--- config.mk ---
export PLATFORM = sky130hd
export DESIGN_NAME = lsu_ctrl
export DESIGN_NICKNAME = d
export VERILOG_FILES = /design/src/rtl/lsu_ctrl.sv
export SDC_FILE = /design/constraint.sdc
export NUM_CORES = 1
export LEC_CHECK = 0
export BUFFER_PORTS_ARGS = -buffer_cell sky130_fd_sc_hd__buf_2
export CAP_MARGIN = 20
export CORE_MARGIN = 1.5
export CORE_UTILIZATION = 40
export CTS_CLUSTER_SIZE = 20
export DETAILED_ROUTE_END_ITERATION = 16
export PLACE_DENSITY = 0.64
export SYNTH_ARGS = -nofsm -noshare
export SYNTH_HDL_FRONTEND = slang
export SYNTH_SLANG_ARGS = --single-unit
--- constraint.sdc ---
create_clock -name clk -period 1.92 [get_ports clk]
set_clock_uncertainty 0.05 [all_clocks]
set_input_delay 0.192 -clock clk [delete_from_list [all_inputs] [get_ports clk]]
set_output_delay 0.192 -clock clk [all_outputs]
set_load 0.02 [all_outputs]
--- src/rtl/lsu_ctrl.sv ---
`default_nettype none
// ============================================================================
//  Module   : lsu_ctrl
//  Purpose  : Load/store initiator for a 4 KiB word-organised, byte-enabled,
//             registered-read data memory. One request at a time; stores
//             answer one edge after accept, loads two edges after accept.
//  Revision : 1.0 - initial release
// ============================================================================
`timescale 1ns/1ps
module lsu_ctrl #(
  parameter int unsigned ADDR_LIMIT = 4096
) (
  input  logic        clk,
  input  logic        rst_n,
  input  logic        req_valid,
  output logic        req_ready,
  input  logic        req_is_store,
  input  logic [2:0]  req_funct3,
  input  logic [31:0] req_addr,
  input  logic [31:0] req_wdata,
  output logic        resp_valid,
  output logic [31:0] resp_rdata,
  output logic        resp_err,
  output logic [31:0] mem_addr,
  output logic [31:0] mem_din,
  output logic [3:0]  mem_we,
  input  logic [31:0] mem_dout
);

  typedef enum logic [1:0] {
    IDLE    = 2'd0,
    ACCESS  = 2'd1,
    CAPTURE = 2'd2
  } state_t;

  state_t      state_q, state_d;
  logic        is_store_q, is_store_d;
  logic [2:0]  funct3_q, funct3_d;
  logic        err_q, err_d;
  logic [3:0]  we_q, we_d;
  logic [31:0] mem_addr_q, mem_addr_d;
  logic [31:0] mem_din_q, mem_din_d;
  logic        resp_valid_q, resp_valid_d;
  logic        resp_err_q, resp_err_d;
  logic [31:0] resp_rdata_q, resp_rdata_d;

  logic        err_c;
  logic [3:0]  we_c;
  logic [31:0] din_c;
  logic [31:0] sh_c;
  logic [31:0] load_c;

  // Decode the incoming request: error conditions, byte-lane mask, replicated data
  always_comb begin
    err_c = 1'b0;
    we_c  = 4'b0000;
    din_c = req_wdata;
    case (req_funct3)
      3'b000, 3'b100: ;
      3'b001, 3'b101: if (req_addr[0]) err_c = 1'b1;
      3'b010:         if (req_addr[1:0] != 2'b00) err_c = 1'b1;
      default:        err_c = 1'b1;
    endcase
    if (req_is_store && req_funct3[2]) err_c = 1'b1;
    if (req_addr >= 32'(ADDR_LIMIT)) err_c = 1'b1;
    case (req_funct3[1:0])
      2'b00: begin
        we_c  = 4'b0001 << req_addr[1:0];
        din_c = {4{req_wdata[7:0]}};
      end
      2'b01: begin
        we_c  = 4'b0011 << req_addr[1:0];
        din_c = {2{req_wdata[15:0]}};
      end
      default: begin
        we_c  = 4'b1111;
        din_c = req_wdata;
      end
    endcase
    // Loads and rejected requests never drive byte enables.
    if (!req_is_store || err_c) we_c = 4'b0000;
  end

  // Align the returned word to the addressed byte and extend to 32 bits
  always_comb begin
    sh_c = mem_dout >> {mem_addr_q[1:0], 3'b000};
    case (funct3_q)
      3'b000:  load_c = {{24{sh_c[7]}}, sh_c[7:0]};
      3'b100:  load_c = {24'h000000, sh_c[7:0]};
      3'b001:  load_c = {{16{sh_c[15]}}, sh_c[15:0]};
      3'b101:  load_c = {16'h0000, sh_c[15:0]};
      default: load_c = mem_dout;
    endcase
  end

  // Next-state and next-output logic for the IDLE/ACCESS/CAPTURE sequence
  always_comb begin
    state_d      = state_q;
    is_store_d   = is_store_q;
    funct3_d     = funct3_q;
    err_d        = err_q;
    we_d         = we_q;
    mem_addr_d   = mem_addr_q;
    mem_din_d    = mem_din_q;
    resp_valid_d = 1'b0;
    resp_err_d   = 1'b0;
    resp_rdata_d = resp_rdata_q;
    case (state_q)
      IDLE: begin
        if (req_valid) begin
          is_store_d = req_is_store;
          funct3_d   = req_funct3;
          err_d      = err_c;
          we_d       = we_c;
          mem_addr_d = req_addr;
          mem_din_d  = din_c;
          state_d    = ACCESS;
        end
      end
      ACCESS: begin
        if (is_store_q || err_q) begin
          resp_valid_d = 1'b1;
          resp_err_d   = err_q;
          resp_rdata_d = 32'h0;
          state_d      = IDLE;
        end else begin
          state_d = CAPTURE;
        end
      end
      CAPTURE: begin
        resp_valid_d = 1'b1;
        resp_rdata_d = load_c;
        state_d      = IDLE;
      end
      default: state_d = IDLE;
    endcase
  end

  // All state and registered outputs, with synchronous active-low reset
  always_ff @(posedge clk) begin
    if (!rst_n) begin
      state_q      <= IDLE;
      is_store_q   <= 1'b0;
      funct3_q     <= 3'b000;
      err_q        <= 1'b0;
      we_q         <= 4'b0000;
      mem_addr_q   <= 32'h0;
      mem_din_q    <= 32'h0;
      resp_valid_q <= 1'b0;
      resp_err_q   <= 1'b0;
      resp_rdata_q <= 32'h0;
    end else begin
      state_q      <= state_d;
      is_store_q   <= is_store_d;
      funct3_q     <= funct3_d;
      err_q        <= err_d;
      we_q         <= we_d;
      mem_addr_q   <= mem_addr_d;
      mem_din_q    <= mem_din_d;
      resp_valid_q <= resp_valid_d;
      resp_err_q   <= resp_err_d;
      resp_rdata_q <= resp_rdata_d;
    end
  end

  // Write enables are gated by reset directly so an interrupted store cannot write
  assign mem_we     = (rst_n && (state_q == ACCESS)) ? we_q : 4'b0000;
  assign req_ready  = (state_q == IDLE);
  assign mem_addr   = mem_addr_q;
  assign mem_din    = mem_din_q;
  assign resp_valid = resp_valid_q;
  assign resp_err   = resp_err_q;
  assign resp_rdata = resp_rdata_q;

endmodule
`default_nettype wire

==> impl_metrics.xml <==
<?xml version="1.0" encoding="UTF-8"?>
<metrics>
  <group name="global_routing">
    <metric name="grt_pass1_vias" unit="">4748</metric>
    <metric name="grt-ovfl-total" unit="">0</metric>
    <metric name="grt_pass1_wl" unit="um">23540</metric>
    <metric name="maximum_number_of_pins_on_one_net_before_global_route_repair" unit="">93</metric>
    <metric name="groute.usage.overall" unit="%">22.52</metric>
    <metric name="number_of_antenna_violations_at_the_first_check_in_global_routing" unit="">0</metric>
  </group>
  <group name="outcome">
    <metric name="status" unit="">finished, final reports clean</metric>
  </group>
  <group name="logic_synthesis">
    <metric name="synthesis.yosys.warnings" unit="">0</metric>
    <metric name="syn-cell-area" unit="um2">4987</metric>
    <metric name="synth-edff-count" unit="">0</metric>
    <metric name="synth.distinct_cells" unit="">37</metric>
    <metric name="synthesis.instances" unit="">603</metric>
    <metric name="syn_nets" unit="">709</metric>
    <metric name="synth.avg_cell_area" unit="um2">8.271</metric>
    <metric name="synthArstFlopShare" unit="%">0</metric>
    <metric name="synthFlopType" unit="">sky130_fd_sc_hd__dfxtp_1</metric>
    <metric name="portion_of_the_post_synthesis_area_used_by_sequential_elements" unit="%">43.75</metric>
    <metric name="synth_seq_cells" unit="">109</metric>
  </group>
  <group name="clock_network">
    <metric name="clk_root_buffer_cell" unit="">sky130_fd_sc_hd__clkbuf_16</metric>
    <metric name="clock_insertion_delay_worst_skew" unit="ns">0.35</metric>
    <metric name="cts_hold_repair.buffers" unit="">0</metric>
    <metric name="cts_sinks" unit="">109</metric>
    <metric name="cts_max_path_buffers" unit="">2</metric>
    <metric name="cts-buffers-inserted" unit="">9</metric>
    <metric name="tritoncts_clock_tree" unit="">yes</metric>
    <metric name="cts_htree_levels" unit="">3</metric>
    <metric name="clk_pin_slew_worst_paths" unit="ns">0.07</metric>
  </group>
  <group name="placed_design">
    <metric name="place.port_buffers" unit="">205</metric>
    <metric name="dpl.cell_count" unit="">944</metric>
    <metric name="dp_hpwl" unit="um">10780</metric>
    <metric name="gp_routability_congestion" unit="">0.8632</metric>
    <metric name="postPlaceCellArea" unit="um2">6180</metric>
  </group>
  <group name="route">
    <metric name="detail_route.drc_violations" unit="">0</metric>
    <metric name="num_vias" unit="">5129</metric>
    <metric name="drt.antenna.violating_nets" unit="">0</metric>
    <metric name="count_of_routing_violations_after_the_opening_detailed_route_iteration" unit="">494</metric>
    <metric name="drt_pass1_iterations" unit="">5</metric>
    <metric name="drt-vias-per-instance" unit="">5.343</metric>
    <metric name="average_wire_per_cell_in_the_routed_design" unit="um">15.54</metric>
    <metric name="finalWirelength" unit="um">14910</metric>
  </group>
  <group name="worst_setup_path">
    <metric name="cp.arrival" unit="ns">1.99</metric>
    <metric name="timing.critical_path.fanout_max" unit="">32</metric>
    <metric name="crit_path_start_kind" unit="">flip-flop</metric>
    <metric name="end_kind" unit="">flip-flop</metric>
    <metric name="setup.worst_path.class" unit="">flip-flop to flip-flop</metric>
    <metric name="critical_path_required" unit="ns">2.08</metric>
  </group>
  <group name="sta">
    <metric name="relSlewSlack" unit="%">64.98</metric>
    <metric name="setup_violations" unit="">0</metric>
    <metric name="max_clock_freq" unit="MHz">545.2</metric>
    <metric name="post-route-min-period" unit="ns">1.834</metric>
    <metric name="fin_setup_tns" unit="ns">0</metric>
    <metric name="unrepaired_setup_endpoints_after_global_routing" unit="">false</metric>
    <metric name="finalHoldViolCount" unit="">0</metric>
    <metric name="min_period_over_period" unit="%">95.53</metric>
    <metric name="worst_pin_slew" unit="ns">0.5246</metric>
    <metric name="finalMaxSlewViolations" unit="">0</metric>
  </group>
  <group name="die">
    <metric name="area_of_the_core" unit="um2">12110</metric>
    <metric name="fp.dieArea" unit="um2">13150</metric>
    <metric name="starting_utilization_of_the_core_area" unit="%">41.18</metric>
    <metric name="rows" unit="">40</metric>
    <metric name="num_ports" unit="">206</metric>
    <metric name="floorplan.die.width" unit="um">114.7</metric>
    <metric name="dieHeight" unit="um">114.7</metric>
  </group>
  <group name="power">
    <metric name="power_density" unit="nW/um2">835.9</metric>
    <metric name="internal_power" unit="mW">3.830</metric>
    <metric name="seqPwrFrac" unit="%">45.4</metric>
    <metric name="pwr-share-clk" unit="%">34.8</metric>
    <metric name="combinationalPowerShare" unit="%">19.8</metric>
    <metric name="ir_worst_vdd" unit="mV">0.4832</metric>
    <metric name="net_sw_power" unit="mW">1.590</metric>
    <metric name="static-leakage-power" unit="nW">3.157</metric>
    <metric name="power.share.switching" unit="%">29.34</metric>
  </group>
  <group name="final_layout">
    <metric name="fin_util" unit="%">53.53</metric>
    <metric name="final_cells" unit="">960</metric>
    <metric name="antennaDiodeCount" unit="">0</metric>
    <metric name="nNetsFinal" unit="">895</metric>
    <metric name="layout.cell_area.non_filler" unit="um2">6484</metric>
    <metric name="area.growth.synth_to_final" unit="%">30.01</metric>
    <metric name="drive_gt1_share" unit="%">31.69</metric>
  </group>
  <group name="hold_path">
    <metric name="worstHoldPathType" unit="">input pin to flip-flop</metric>
  </group>
  <group name="flow_run">
    <metric name="drv.max_cap_violation_count" unit="">0</metric>
  </group>
</metrics>
[path summary, 6_finish.rpt]
kind              slack (ns)  cells past startpoint                           to                  startpoint
setup / recovery        0.09                      7  resp_rdata[18]$_SDFFE_PN0P_     state_q[1]$_SDFFE_PN0P_
hold reg to reg         0.39                      2   resp_rdata[5]$_SDFFE_PN0P_  resp_rdata[5]$_SDFFE_PN0P_
hold / removal          0.02                      3    mem_addr[11]$_SDFFE_PN0P_                req_addr[11]
setup reg to reg        0.09                      7  resp_rdata[18]$_SDFFE_PN0P_     state_q[1]$_SDFFE_PN0P_
[cell type report]
type / instances / area (um2)
Inverter: 7 / 26.28
Sequential cell: 109 / 2182
Fill cell: 1204 / 5628
Tap cell: 168 / 210.2
Timing Repair Buffer: 226 / 1234
Multi-Input combinational cell: 436 / 2542
Clock inverter: 3 / 46.29
Clock buffer: 11 / 242.7
[sequential cells by signal, summed over array words and instances (netlist names)]
| name | flops |
|---|---|
| mem_din | 32 |
| is_store_q | 1 |
| err_q | 1 |
| we_q | 4 |
| funct3_q | 3 |
| mem_addr | 32 |
| resp_err | 1 |
| resp_valid | 1 |
| resp_rdata | 32 |
| state_q | 2 |
[repair_timing]
item | CTS | global route
buffers inserted | 0 | 2
setup endpoints to repair | 0 | 16
gates resized for setup | 0 | 0
[layout by cell type, fill, tap and decap left out, types with 2 or more instances in the layout]
cell / instances
sky130_fd_sc_hd__nand3_1: 15
sky130_fd_sc_hd__a211oi_1: 8
sky130_fd_sc_hd__o2bb2ai_1: 7
sky130_fd_sc_hd__dfxtp_1: 109
sky130_fd_sc_hd__o21ai_1: 6
sky130_fd_sc_hd__o21ai_0: 33
sky130_fd_sc_hd__o21ai_2: 4
sky130_fd_sc_hd__buf_2: 205
sky130_fd_sc_hd__a21oi_1: 56
sky130_fd_sc_hd__nor4_1: 5
sky130_fd_sc_hd__nor2_1: 34
sky130_fd_sc_hd__a2bb2oi_1: 7
sky130_fd_sc_hd__inv_1: 6
sky130_fd_sc_hd__ha_1: 3
sky130_fd_sc_hd__buf_4: 17
sky130_fd_sc_hd__clkbuf_16: 9
sky130_fd_sc_hd__nand3b_1: 2
sky130_fd_sc_hd__nand2b_1: 5
sky130_fd_sc_hd__nand2_1: 139
sky130_fd_sc_hd__and3_1: 28
sky130_fd_sc_hd__a311oi_1: 8
sky130_fd_sc_hd__o221ai_1: 15
sky130_fd_sc_hd__buf_12: 4
sky130_fd_sc_hd__mux2i_1: 48
[through the flow]
stage / worst slack, ns / power [mW] / hold WS [ns]
final: 0.08591 / 5.420 / 0.02396
after global routing: 0.003285 / 5.650 / 0.02693
after CTS: 0.02526 / 5.456 / 0.01560
after detailed placement: 0.04500 / 3.584 / 0.3882
after global placement: 0.1567 / 3.558 / 0.3825
after floorplan: 0.1337 / 3.178 / 0.2780
[kinds of logic after synthesis]
family,synth area share [%]
DFF,43.75
buffers and inverters,5.344
and+or+nand+nor,21.07
muxes,10.09
AOI/OAI and AO/OA,18.99
adders and majority gates,0.7527
[power groups by stage]
stage                     Combinational (mW)  Clock, mW  Sequential [mW]
after floorplan                        0.542          0             2.64
after CTS                               1.08       1.92             2.46
after detailed placement                1.07          0             2.51
final                                   1.07       1.89             2.46
after global routing                    1.17       2.00             2.47
after global placement                  1.06          0             2.50
[routing by layer]
layer	vias to the layer above	part of all wire [%]	global-route usage (%)
li1	2483	-	-
met1	2401	44	29.17
met2	222	47	36.73
met3	23	7.8	5.347
met4	0	1.5	7.833
met5	-	0	0
[worst max-delay path, stage by stage, from the launching register on]
cell and delay (ns):
sky130_fd_sc_hd__dfxtp_1 0.34, sky130_fd_sc_hd__inv_1 0.09, sky130_fd_sc_hd__ha_1 0.26, sky130_fd_sc_hd__nor3b_4 0.22, sky130_fd_sc_hd__nand2b_1 0.17, sky130_fd_sc_hd__buf_12 0.23, sky130_fd_sc_hd__mux2i_1 0.22, sky130_fd_sc_hd__o21ai_0 0.10
[Yosys cell counts, types with 2 or more instances]
| cell | n | share of area [%] |
|---|---|---|
| sky130_fd_sc_hd__buf_6 | 4 | 0.90 |
| sky130_fd_sc_hd__a311oi_1 | 8 | 1.4 |
| sky130_fd_sc_hd__nand2_1 | 140 | 11 |
| sky130_fd_sc_hd__dfxtp_1 | 109 | 44 |
| sky130_fd_sc_hd__inv_1 | 7 | 0.53 |
| sky130_fd_sc_hd__nand3b_1 | 2 | 0.30 |
| sky130_fd_sc_hd__nand3_1 | 15 | 1.5 |
| sky130_fd_sc_hd__mux2i_1 | 48 | 9.6 |
| sky130_fd_sc_hd__nor4_1 | 5 | 0.63 |
| sky130_fd_sc_hd__buf_4 | 2 | 0.30 |
| sky130_fd_sc_hd__o21ai_1 | 6 | 0.60 |
| sky130_fd_sc_hd__buf_2 | 9 | 0.90 |
| sky130_fd_sc_hd__o2bb2ai_1 | 7 | 1.2 |
| sky130_fd_sc_hd__nand2b_1 | 5 | 0.63 |
| sky130_fd_sc_hd__a2bb2oi_1 | 7 | 1.2 |
| sky130_fd_sc_hd__a211oi_1 | 8 | 1.2 |
| sky130_fd_sc_hd__o21ai_2 | 4 | 0.70 |
| sky130_fd_sc_hd__ha_1 | 3 | 0.75 |
| sky130_fd_sc_hd__a21oi_1 | 56 | 5.6 |
| sky130_fd_sc_hd__clkbuf_1 | 35 | 2.6 |
| sky130_fd_sc_hd__nor2_1 | 34 | 2.6 |
| sky130_fd_sc_hd__and3_1 | 28 | 3.5 |
| sky130_fd_sc_hd__o221ai_1 | 15 | 2.6 |
| sky130_fd_sc_hd__o21ai_0 | 33 | 3.3 |
No activity file was read; power rests on OpenSTA's default activity.
